File: config.mk
export PLATFORM = sky130hd
export DESIGN_NAME = demux_channel_deserializer
export DESIGN_NICKNAME = d
export VERILOG_FILES = /design/src/rtl/demux_channel_deserializer.sv
export SDC_FILE = /design/constraint.sdc
export NUM_CORES = 1
export LEC_CHECK = 0
export CORE_MARGIN = 2
export CORE_UTILIZATION = 35
export DETAILED_ROUTE_END_ITERATION = 12
export PLACE_DENSITY = 0.59
export SYNTH_ARGS = -nofsm -noshare
export SYNTH_HDL_FRONTEND = slang
export SYNTH_SLANG_ARGS = --single-unit
File: constraint.sdc
create_clock -name clk -period 3.75 [get_ports clk]
set_input_delay 0.75 -clock clk [delete_from_list [all_inputs] [get_ports clk]]
set_output_delay 0.75 -clock clk [all_outputs]
set_load 0.05 [all_outputs]
File: src/rtl/demux_channel_deserializer.sv
// Per-channel serial-to-parallel assembly behind the 1-to-4 bit demux.
// Completed words are merged onto one valid/ready stream by a round-robin arbiter.
module demux_channel_deserializer #(
   parameter int WIDTH = 8
) (
   input  logic             clk,
   input  logic             rst,
   input  logic             bit_valid,
   input  logic [1:0]       sel,
   input  logic [3:0]       demux_out,
   output logic             out_valid,
   input  logic             out_ready,
   output logic [WIDTH-1:0] out_data,
   output logic [1:0]       out_chan,
   output logic [3:0]       overflow,
   input  logic             clr_overflow
);

   localparam int CW = $clog2(WIDTH);
   localparam logic [CW-1:0] CNT_LAST = CW'(WIDTH - 1);

   logic [WIDTH-1:0] sr_q   [4];
   logic [WIDTH-1:0] sr_d   [4];
   logic [CW-1:0]    cnt_q  [4];
   logic [CW-1:0]    cnt_d  [4];
   logic [WIDTH-1:0] hold_q [4];
   logic [WIDTH-1:0] hold_d [4];
   logic [3:0]       hold_full_q, hold_full_d;
   logic [1:0]       last_grant_q, last_grant_d;
   logic             out_valid_q, out_valid_d;
   logic [WIDTH-1:0] out_data_q, out_data_d;
   logic [1:0]       out_chan_q, out_chan_d;
   logic [3:0]       overflow_q, overflow_d;

   logic             out_free;
   logic             grant_vld;
   logic [1:0]       grant_idx;
   logic [1:0]       cand;
   logic             bit_in;

   always_comb begin
      sr_d         = sr_q;
      cnt_d        = cnt_q;
      hold_d       = hold_q;
      hold_full_d  = hold_full_q;
      last_grant_d = last_grant_q;
      out_valid_d  = out_valid_q;
      out_data_d   = out_data_q;
      out_chan_d   = out_chan_q;
      overflow_d   = clr_overflow ? 4'b0000 : overflow_q;
      out_free     = !out_valid_q || out_ready;
      grant_vld    = 1'b0;
      grant_idx    = 2'd0;
      cand         = 2'd0;
      bit_in       = demux_out[sel];

      for (int k = 1; k <= 4; k++) begin
         cand = last_grant_q + 2'(k);
         if (out_free && !grant_vld && hold_full_q[cand]) begin
            grant_vld = 1'b1;
            grant_idx = cand;
         end
      end

      if (grant_vld) begin
         out_valid_d            = 1'b1;
         out_data_d             = hold_q[grant_idx];
         out_chan_d             = grant_idx;
         hold_full_d[grant_idx] = 1'b0;
         last_grant_d           = grant_idx;
      end else if (out_free) begin
         out_valid_d = 1'b0;
      end

      // Drain is applied above first, so a hold emptied this cycle can be refilled.
      if (bit_valid) begin
         sr_d[sel] = {sr_q[sel][WIDTH-2:0], bit_in};
         if (cnt_q[sel] == CNT_LAST) begin
            cnt_d[sel] = '0;
            if (!hold_full_d[sel]) begin
               hold_d[sel]      = sr_d[sel];
               hold_full_d[sel] = 1'b1;
            end else begin
               overflow_d[sel] = 1'b1;
            end
         end else begin
            cnt_d[sel] = cnt_q[sel] + CW'(1);
         end
      end
   end

   always_ff @(posedge clk or posedge rst) begin
      if (rst) begin
         for (int c = 0; c < 4; c++) begin
            sr_q[c]   <= '0;
            cnt_q[c]  <= '0;
            hold_q[c] <= '0;
         end
         hold_full_q  <= 4'b0000;
         last_grant_q <= 2'd3;
         out_valid_q  <= 1'b0;
         out_data_q   <= '0;
         out_chan_q   <= 2'd0;
         overflow_q   <= 4'b0000;
      end else begin
         for (int c = 0; c < 4; c++) begin
            sr_q[c]   <= sr_d[c];
            cnt_q[c]  <= cnt_d[c];
            hold_q[c] <= hold_d[c];
         end
         hold_full_q  <= hold_full_d;
         last_grant_q <= last_grant_d;
         out_valid_q  <= out_valid_d;
         out_data_q   <= out_data_d;
         out_chan_q   <= out_chan_d;
         overflow_q   <= overflow_d;
      end
   end

   assign out_valid = out_valid_q;
   assign out_data  = out_data_q;
   assign out_chan  = out_chan_q;
   assign overflow  = overflow_q;

endmodule

* Word level (Yosys, flattened, before mapping)
Index checks and enable logic that the tools add are counted.
Storage, ports and cells: ROM bits 0, logic and storage cells 114, output and inout bits 15, memories kept 0, bits in latches 0, RAM bits 0, flip-flop bits (word level) 97
Operators by class: div/mod/pow operators 0, shift-type cells 0, bitwise logic cells 9, $mul 0, add/subtract/negate cells 4, equality and inequality tests 1, mux-type cells 54, order comparisons 11, reductions and logical operators 17
Operators by type and width (number):
- bitwise mux 32 bit | 2
- binary-select mux 8 bit (select 2 bit) | 3
- two-way mux 8 bit | 5
- two-way mux 4 bit | 8
- less-than comparator 2 x 3 -> 1 bit (second input constant) | 6
- demux 8 bit (select 2 bit) | 1
- two-way mux 1 bit | 14
- two-way mux 7 bit | 2
- bitwise AND 12 bit | 1
- binary-select mux 1 bit (select 2 bit) | 6
- bitwise mux 12 bit | 1
- two-way mux 12 bit | 1
- NOT 12 bit | 1
- logical AND 1 bit | 10
- two-way mux 3 bit | 3
- two-way mux 2 bit | 4
- OR 4 bit | 2
- binary-select mux 3 bit (select 2 bit) | 1
- demux 3 bit (select 2 bit) | 1
- >= comparator 3 bit (second input constant) | 2
- NOT 2 -> 3 bit | 2
- adder 2 bit (second input constant) | 2
- bitwise AND 4 bit | 1
- demux 1 bit (select 2 bit) | 2
- other kinds (11) | 15

* Logic depth before layout (Yosys ltp)
Gate-level depths: netlist of run 1.
depth after elaboration 29, mapped depth 11

* Least setup slack after synthesis of run 1
Ideal clock, no wire load.
path kind input to register, from in sel[0], to reg hold_q[24] in the netlist's numbering, setup slack 0.229 ns, arrival time 3.396 ns, buffers on the path 4, required time 3.625 ns, library setup time 0.125 ns, stages 11, cell sequence clkbuf_1 clkbuf_1 mux4_2 ha_1 ha_1 clkbuf_1 nand2_1 or3_1 o22a_1 buf_2 mux2_2
On the way: longest elaborated chain between the ends 10, elaborated cells between the ends (all ways) 21
Ends and longest elaborated chain:
- from (decl) | RTL line 9 | input logic [1:0] sel,
- NOT 2 -> 3 bit (not written as such) | RTL line 77, 78, 81
- >= comparator 3 bit (not written as such) / less-than comparator 3 x 1 -> 1 bit (equally long branches) | RTL line 77, 81
- logical AND 1 bit (not written as such) | RTL line 77, 81
- two-way mux 8 bit (not written as such) | RTL line 77, 81
- demux 8 bit (select 2 bit) | RTL line 77, 81
- bitwise mux 32 bit | RTL line 77 | sr_d[sel] = {sr_q[sel][WIDTH-2:0], bit_in};
- binary-select mux 8 bit (select 2 bit) | RTL line 81 | hold_d[sel] = sr_d[sel];
- two-way mux 8 bit (not written as such) (2 in series) | RTL line 81
- bitwise mux 32 bit | RTL line 81
- to (signal, indexed assignment) | RTL line 109 | hold_q[c] <= hold_d[c];
- to (decl) | RTL line 26 | logic [WIDTH-1:0] hold_q [4];
Several ways; a longest one is shown, not always the timed one. The select of a mux whose other input is x is not followed. A chain may end at the register's enable or synchronous reset.

* Final worst setup path of run 1
from in sel[1], to reg hold_q[30] in the netlist's numbering
Same word-level chain as after synthesis.

==> metrics, run 1 <==
Synth Warn #=0; Max Freq=approximately 310 MHz; worst hold path class=register to register; area share of the largest cell type after synthesis=0.516; DR vias/cell=just under 5; Async S/R FF share, synth=1.00; mux contribution to synthesized area=0.283; Slowest cell on crit path=clkdlybuf4s50_1; Root Driver=clkbuf_16; clock sink count=93; CP Buf/Inv Count=1; CP top delay family=buffers and inverters; Worst Path Required=just under 4000 ps; total gr overflow=0; Post-Synth Simple-Gate Area=0.0726; Max Fanout on Critical Path=8; outcome=finished, final reports clean; Final nets=380; Main synth FF type=dfrtp_1; Antenna Cells=0; Initial Util=0.354; # fillers=1180; WP data arrival=3470 ps; number of flops mapped to enable cells by yosys=0; Max Buffers Root-to-Sink=2; most numerous cell on the critical path=ha_1; Die Y=approximately 120 um; Final Hold Viols=0; max-slew violations=0; DP Cell Count=528; Synth-to-Final Area Change=16.6%; Seq cells post-synth=between 90 and 100; DRC viols=0; Post-Syn Instances=between 300 and 400; Finished Layout Cells=544; layout cells sized above 1=0.315; DRT Pass-1 Iters=4; CP Launch Type=input port; detailed-route wire length per cell=approximately 16 um; # rows=between 40 and 50; gr usage total=0.140; Period Utilization, post-route=0.866; RSZ-0062 raised after global routing=false; Synth area leaders=dfrtp_1 52%, mux2_2 15%, mux4_2 6.1%, mux2i_1 4.1%, mux2_4 2.7%; core region area=about 12000 um2; Vias=about 2700; Worst setup EP type=register; sequential-to-total area share from yosys stat=0.528; power density over the cells=between 700 and 800 nW/um2; post-synthesis average cell area=approximately 13 um2; CTS buffer count=9; crit-path cells=clkdlybuf4s50_1 -> mux4_2 -> ha_1 -> ha_1 -> nand2_1 -> or3_1 -> o22a_1 -> mux2_2; clock skew=between 6 and 7 ps; Die Width=between 100 and 150 um; post-synthesis net count=roughly 360; Total Routed Length=8550 um; max-cap check violation count=0; worst vdd ir=about 0.00032 V; remaining antenna violation count=0; Detailed Place HPWL=between 5000 and 6000 um; library cells used by synthesis=46; Ports=26; first-pass GRT wire length=roughly 15000 um; Clk Latency, worst-skew pair=between 300 and 400 ps; Synth Area in Adders=0.00567; WS Path Type=input port to register; largest family of logic cells by synthesized area=multiplexers; Tightest Pin Transition=between 800 and 900 ps; Synth Area in Compound Gates=0.0769; Worst path max stage delay=720 ps; Clock transition at path regs=70 ps; post-synthesis xor/xnor area fraction=0; DIE AREA=approximately 14000 um2; Commonest cells post-synth=91 x dfrtp_1, 60 x mux2_2, 32 x nand2_1, 21 x o21ai_0, 18 x mux2i_1; post-cts sizing count=0; H-tree lvl count=3; P_leak=about 2.3 nW; Final Setup Violations=0; slew margin rel.=0.451; pin count of the biggest net entering global routing=64; count leader, synth=dfrtp_1; CTS Hold Bufs=0; GP Congestion=roughly 0.71; Min Clock Period, post-route=between 3000 and 4000 ps; DRT iter0 DRCs=between 150 and 200; CTS tree=yes; initial antenna violation count=0; Fin Setup TNS=0 ps; mapped cell area=approximately 4400 um2; Post-CTS Setup Inserts=0; vias in the first global route=2782; area leader, netlist=dfrtp_1; I/O Buffers=25
## metrics by stage
| step | hold WS [ps] | total power [mW] | cell area (um2) | setup WS (ps) | utilization |
|---|---|---|---|---|---|
| final | 474 | 3.68 | 5140 | 501 | 0.413 |
| after detailed placement | 472 | 2.86 | 4860 | 169 | 0.390 |
| after global routing | 501 | 3.94 | 5140 | 290 | 0.413 |
| after floorplan | 445 | 2.51 | 4410 | 229 | - |
| after global placement | 460 | 2.81 | 4860 | 231 | 0.390 |
| after CTS | 487 | 3.73 | 5140 | 521 | 0.413 |
## metal layers
layer  global-route usage  wire, um
met1                0.197      4080
met2                0.216      4060
met3               0.0332       310
met4               0.0421        99
met5                    0         0
## cell type report
class	instances	area, um2	area share
well taps	172	215	0.0418
flip-flops and latches	93	2330	0.453
multi-input cells	217	1930	0.375
clock buffers	11	243	0.0472
clock inverters	5	36.3	0.00706
repair buffers	37	353	0.0686
inverters	9	35.0	0.00681
## cells in the final DEF, fill, tap and decap left out, types with 5 or more instances in the layout
cell type / n
mux2i_1: 18
buf_4: 11
mux2_2: 60
mux4_2: 12
o22ai_1: 6
clkdlybuf4s50_1: 25
a21oi_1: 6
mux2_4: 8
nor2_1: 5
nand2_1: 32
nand2b_1: 8
nor2b_1: 5
o21ai_0: 21
inv_1: 8
dfrtp_1: 91
clkbuf_16: 9
## where the power goes
group / switching, mW / internal (mW) / leakage (nW)
clock network: 0.375 / 0.467 / 0.128
logic: 0.714 / 0.607 / 0.995
registers: 0.198 / 1.32 / 1.22
## tightest hold or removal path, stage by stage (launching register included)
cell and delay (ps):
dfrtp_1 340, nand2_1 40, o21ai_0 50
## path summary, 6_finish.rpt
kind	from	end	slack, ps	cells after the start
worst max-delay path	sel[1]	hold_q[30]	500	8
worst min-delay path	out_data[7]	out_data[7]	470	2
worst max register to register	last_grant_q[1]	hold_q[0]	550	7
worst min register to register	out_data[7]	out_data[7]	470	2
max in group asynchronous	rst	last_grant_q[1]	2230	3
min in group asynchronous	rst	cnt_q[10]	770	2
## state kept, by name (all words and copies together), names as in the netlist
register      flops
out_chan          2
out_data          8
hold_q           32
overflow          4
last_grant_q      2
sr_q             28
cnt_q            12
hold_full_q       4
out_valid         1
## logic make-up (layout without fill, tap and decap cells)
group                      Yosys count  in the layout
muxes                               98             98
DFF                                 93             93
and+or+nand+nor                     66             66
AOI/OAI and AO/OA                   51             51
buffers and inverters               33             62
adders and majority gates            2              2
No activity file was read; power rests on OpenSTA's default activity.
==> run 2: changes to the inputs <==
==> constraint.sdc (replaced) <==
create_clock -name clk -period 3.6 [get_ports clk]
set_input_delay 0.72 -clock clk [delete_from_list [all_inputs] [get_ports clk]]
set_output_delay 0.72 -clock clk [all_outputs]
set_load 0.05 [all_outputs]
==> run 2 against run 1 <==
  * Utilization up 0.73 points
  * Clock power up 13%
  * Sequential power grew 5%
  * Highest routed layer unchanged
  * Global-route usage increased by 0.33 points
  * Clock-buffer cell count rose by 2
  * Worst hold slack is essentially flat
  * Largest power group unchanged
  * Clock skew down 0.85 ps
  * Setup slack worse by 150 ps
  * Critical path depth unchanged
  * Combinational power up 6%
  * Sequential cell count unchanged
==> metrics, run 2 (synthesized netlist as in run 1, its figures left out) <==
outcome=finished, final reports clean; WP data arrival=3460 ps (about the same); slew margin rel.=0.440 (-0.0111); max-cap check violation count=0 (unchanged); DRC viols=0 (unchanged); CTS buffer count=9 (unchanged); crit-path cells=clkdlybuf4s50_1 -> nor2b_1 -> nor3_1 -> or4_1 -> o22a_2 -> o31ai_4 -> nand3_2 -> mux2_2; Final nets=386 (+1.6%); max-slew violations=0 (unchanged); Fin Setup TNS=0 ps (unchanged); Max Fanout on Critical Path=9 (+1); final core occ=0.420 (+0.00733); commonest non-fill, non-tap cells in the layout=91 x dfrtp_1, 60 x mux2_2, 32 x nand2_1; post-cts sizing count=0 (unchanged); Final Hold Viols=0 (unchanged); Tightest Pin Transition=840 ps (+19.2 ps); DR vias/cell=4.95 (about the same); setup ws final=352 ps (-148 ps); dpl ws=-0.588 ps (-169 ps); Total Routed Length=8650 um (+1.1%); Worst path max stage delay=510 ps (-210 ps); CTS Hold Bufs=0 (unchanged); H-tree lvl count=3 (unchanged); initial antenna violation count=0 (unchanged); DIE AREA=13500 um2 (unchanged); WHS=474 ps (-0.0980 ps); clock skew=5.85 ps (-0.846 ps); pin count of the biggest net entering global routing=48 (-25%); clock sink count=93 (unchanged); CTS tree=yes; Regs by FF count=hold_q (32), sr_q (28), cnt_q (12); Worst setup EP type=register; multi-input logic area=1930 um2 (unchanged); Clk Latency, worst-skew pair=330 ps (about the same); Final Setup Violations=0 (unchanged); Root Driver=clkbuf_16; Antenna Cells=0 (unchanged); area taken by flip-flops and latches=2330 um2 (unchanged); Vias=2714 (+0.67%); commonest non-fill, non-tap cell in the layout=dfrtp_1; Max Freq=308 MHz; layout cells sized above 1=0.322 (+0.00729); Finished Layout Cells=548 (+0.74%); Post-CTS Setup Inserts=0 (unchanged); GP Congestion=0.774 (+8.6%); # fillers=1174 (-0.51%); Period Utilization, post-route=0.902; worst hold stages=2 (unchanged); Min Clock Period, post-route=3250 ps; Ports=26 (unchanged); worst vdd ir=0.000323 V (-0.61%); Die Y=116 um (unchanged); Worst Path Required=3810 ps (-160 ps); first-pass GRT wire length=14900 um (+2.9%); worst hold path class=register to register; CP Launch Type=input port; Initial Util=0.354 (unchanged); post-route cell area=5230 um2 (+1.8%); detailed-route wire length per cell=15.8 um (+0.38%); Synth-to-Final Area Change=18.7%; remaining antenna violation count=0 (unchanged); Largest register FFs=32 (unchanged); vias in the first global route=2851 (+2.5%); Power Total=3.93 mW (+6.9%); DP Cell Count=534 (+1.1%); Detailed Place HPWL=5870 um (+0.62%); RSZ-0062 raised after global routing=false; I/O Buffers=25 (unchanged); Largest Register=hold_q; P_leak=2.40 nW (+2.5%); Slowest cell on crit path=nor2b_1; total gr overflow=0 (unchanged); Clock transition at path regs=60 ps (about the same); DRT Pass-1 Iters=5 (+1); gr usage total=0.143 (+0.00334); Max Buffers Root-to-Sink=2 (unchanged); # rows=41 (unchanged); DRT iter0 DRCs=118 (-33%); worst r2r path cells=6 (-1); Die Width=116 um (unchanged); WS Path Type=input port to register; core region area=12500 um2 (unchanged); power density over the cells=752 nW/um2 (+5.0%); Post-DP Area=4930 um2 (+1.4%)
==> run 2: cell types whose count changed in the layout (fill, tap and decap cells not counted), sizes merged <==
cell / change
buf: +6
bufinv: +1
clkbuf: +2
clkinv: -2
clkinvlp: -3
==> run 2: cell type report <==
| cell class | instances | area share |
|---|---|---|
| Multi-Input combinational cell | 217 | 0.369 |
| Inverter | 9 | 0.00669 |
| Tap cell | 172 | 0.0411 |
| Sequential cell | 93 | 0.445 |
| Clock inverter | 1 | 0.00574 |
| Clock buffer | 13 | 0.0516 |
| Timing Repair Buffer | 43 | 0.0808 |
==> run 2: worst max-delay path, delay by kind of cell <==
family | cells | cell delay (ps)
AOI/OAI and AO/OA | 2 | 580
muxes | 1 | 360
buffers and inverters | 1 | 410
and+or+nand+nor | 4 | 1370
==> run 2: path summary, 6_finish.rpt <==
kind	start	end	slack (ps)
setup / recovery	out_ready	hold_q[12]	350
hold / removal	out_data[5]	out_data[5]	470
setup reg to reg	last_grant_q[1]	hold_q[12]	450
hold reg to reg	out_data[5]	out_data[5]	470
max in group asynchronous	rst	last_grant_q[0]	1970
min in group asynchronous	rst	cnt_q[1]	840
==> run 2: metal layers <==
metal / global-route usage / part of all wire
met5: 0 / 0
met4: 0.0484 / 0.010
met3: 0.0270 / 0.034
met2: 0.230 / 0.48
met1: 0.197 / 0.48
==> run 2: where the power goes <==
| group | internal [mW] | total [mW] | switching [mW] |
|---|---|---|---|
| Sequential | 1.38 | 1.59 | 0.210 |
| Combinational | 0.659 | 1.40 | 0.741 |
| Clock | 0.587 | 0.949 | 0.361 |
| Total | 2.62 | 3.93 | 1.31 |
==> run 3: changes to the inputs <==
--- a/config.mk
+++ b/config.mk
@@ -5,7 +5,6 @@
 export SDC_FILE = /design/constraint.sdc
 export NUM_CORES = 1
 export LEC_CHECK = 0
-export CORE_MARGIN = 2
 export CORE_UTILIZATION = 35
 export DETAILED_ROUTE_END_ITERATION = 12
 export PLACE_DENSITY = 0.59
==> run 3 against run 2 <==
  * Register-to-register slack better by 20 ps
  * Combinational power hardly changed
  * Sequential share of layout area hardly changed
  * Clock power is 1% higher
  * Global-route usage is 0.25 points higher
  * Critical path depth stayed put
==> metrics, run 3 (synthesized netlist as in run 1, its figures left out) <==
outcome=finished, final reports clean; worst vdd ir=0.000295 V (-8.5%); max-slew violations=0 (unchanged); combinational share of power=0.354 (-0.002); P_leak=2.40 nW (-0.14%); CP Buf/Inv Count=1 (unchanged); Worst Path Required=3820 ps (about the same); power density over the cells=752 nW/um2 (about the same); # rows=40 (-2.4%); gr usage total=0.146 (+0.00252); Largest Register=hold_q; WL met3=178 um (-39%); CTS Hold Bufs=0 (unchanged); Fin Setup TNS=0 ps (unchanged); NetSw=1.35 mW (+2.9%); Max Buffers Root-to-Sink=2 (unchanged); initial antenna violation count=0 (unchanged); Clk Latency, worst-skew pair=330 ps (about the same); Initial Util=0.363 (+0.00885); commonest non-fill, non-tap cells in the layout=91 x dfrtp_1, 60 x mux2_2, 32 x nand2_1; layout cells sized above 1=0.326 (+0.00445); max-cap check violation count=0 (unchanged); Die Y=114 um (-1.7%); Power Total=3.93 mW (about the same); vias in the first global route=2780 (-2.5%); first-pass GRT wire length=14800 um (-0.88%); CTS tree=yes; post-cts sizing count=0 (unchanged); CTS buffer count=9 (unchanged); DR vias/cell=4.98 (+0.59%); WHS=478 ps (+3.77 ps); Period Utilization, post-route=0.876 (-0.0258); crit-path cells=clkdlybuf4s50_1 -> nor2b_1 -> nor3_1 -> or4_1 -> o22a_2 -> o31ai_4 -> nand3_2 -> mux2_2; worst hold path class=register to register; I/O Buffers=25 (unchanged); Seq pwr share=0.401 (-0.002); detailed-route wire length per cell=15.7 um (-0.45%); CP Launch Type=input port; DP Cell Count=529 (-0.94%); total gr overflow=0 (unchanged); clock group share of total power=0.245 (+0.004); Max Fanout on Critical Path=9 (unchanged); RSZ-0062 raised after global routing=false; Synth-to-Final Area Change=18.6% (about the same); DRC viols=0 (unchanged); Final Hold Viols=0 (unchanged); Final Setup Violations=0 (unchanged); Vias=2715 (+0.037%); WS Path Type=input port to register; Worst path max stage delay=460 ps (-50 ps); wl on met1=4230 um (+2.1%); Clock transition at path regs=60 ps (about the same); Root Driver=clkbuf_16; Post-DP Area=4920 um2 (-0.25%); GP Congestion=0.803 (+3.8%); post-route cell area=5230 um2 (about the same); Worst setup EP type=register; Tightest Pin Transition=592 ps (-248 ps); Slowest cell on crit path=nor2b_1; Finished Layout Cells=545 (-0.55%); Detailed Place HPWL=5670 um (-3.3%); core region area=12200 um2 (-2.4%); Regs by FF count=hold_q (32), sr_q (28), cnt_q (12); Largest register FFs=32 (unchanged); P_int=2.58 mW (-1.6%); Total Routed Length=8560 um (-0.99%); clock skew=6.91 ps (+1.07 ps); Max Freq=317 MHz (+2.9%); CP top delay family=simple AND/OR/NAND/NOR gates; H-tree lvl count=3 (unchanged); DRT iter0 DRCs=170 (+44%); highest metal used=met4; remaining antenna violation count=0 (unchanged); pin count of the biggest net entering global routing=94 (+96%); commonest non-fill, non-tap cell in the layout=dfrtp_1; Min Clock Period, post-route=3150 ps (-92.7 ps); DIE AREA=13100 um2 (-3.4%); Antenna Cells=0 (unchanged); clock sink count=93 (unchanged); Post-CTS Setup Inserts=0 (unchanged); switching share of power=0.343 (+0.00998); slew margin rel.=0.595 (+0.155); WL met2=4080 um (-1.0%); Die Width=114 um (-1.7%); Final nets=385 (-0.26%); WP data arrival=3370 ps (-90 ps); Ports=26 (unchanged); DRT Pass-1 Iters=4 (-1)
[run 3: changes by cell type in the layout (fill, tap and decap cells not counted)]
cell	delta
buf_4	-1
clkinvlp_4	+1
inv_6	+2
clkbuf_8	-2
clkbuf_1	-1
clkinv_4	+1
clkinv_2	+1
[run 3: metal layers]
metal,track usage,up-vias
li1,-,1288
met1,0.203,1392
met2,0.233,27
met3,0.0307,8
met4,0.0364,0
met5,0,-
[run 3: area by class of cell]
cell class / instances / area, um2
Fill cell: 1119 / 6930
Timing Repair Buffer: 42 / 415
Clock inverter: 6 / 68.8
Sequential cell: 93 / 2330
Inverter: 9 / 35.0
Clock buffer: 10 / 239
Tap cell: 168 / 210
Multi-Input combinational cell: 217 / 1930
[run 3: final timing paths]
check                           startpoint         endpoint  slack, ps  cells after the start
max                              out_ready       hold_q[13]        450                      8
min                            out_data[3]      out_data[3]        480                      2
max reg2reg                last_grant_q[1]       hold_q[13]        470                      6
min reg2reg                    out_data[3]      out_data[3]        480                      2
max in group asynchronous              rst  last_grant_q[1]       2390                      3
min in group asynchronous              rst      overflow[3]        810                      3
[run 3: power by group through the flow]
stage / logic [mW] / clock network [mW] / registers (mW)
final: 1.39 / 0.963 / 1.58
after global routing: 1.53 / 1.04 / 1.63
after floorplan: 0.973 / 0 / 1.64
after CTS: 1.41 / 0.994 / 1.58
after detailed placement: 1.41 / 0 / 1.60
after global placement: 1.37 / 0 / 1.58
[run 3: worst reg2reg max path: cells and delay by family (launching register included)]
kind,cells,cell delay (ps)
compound gates,2,560
flops,1,700
mux,2,940
simple gates,2,820
[run 3: per-stage QoR]
step / setup slack, ps / utilization
after floorplan: 109 / -
after global placement: 161 / 0.405
after detailed placement: 109 / 0.405
after CTS: 435 / 0.430
after global routing: 320 / 0.430
final: 445 / 0.430
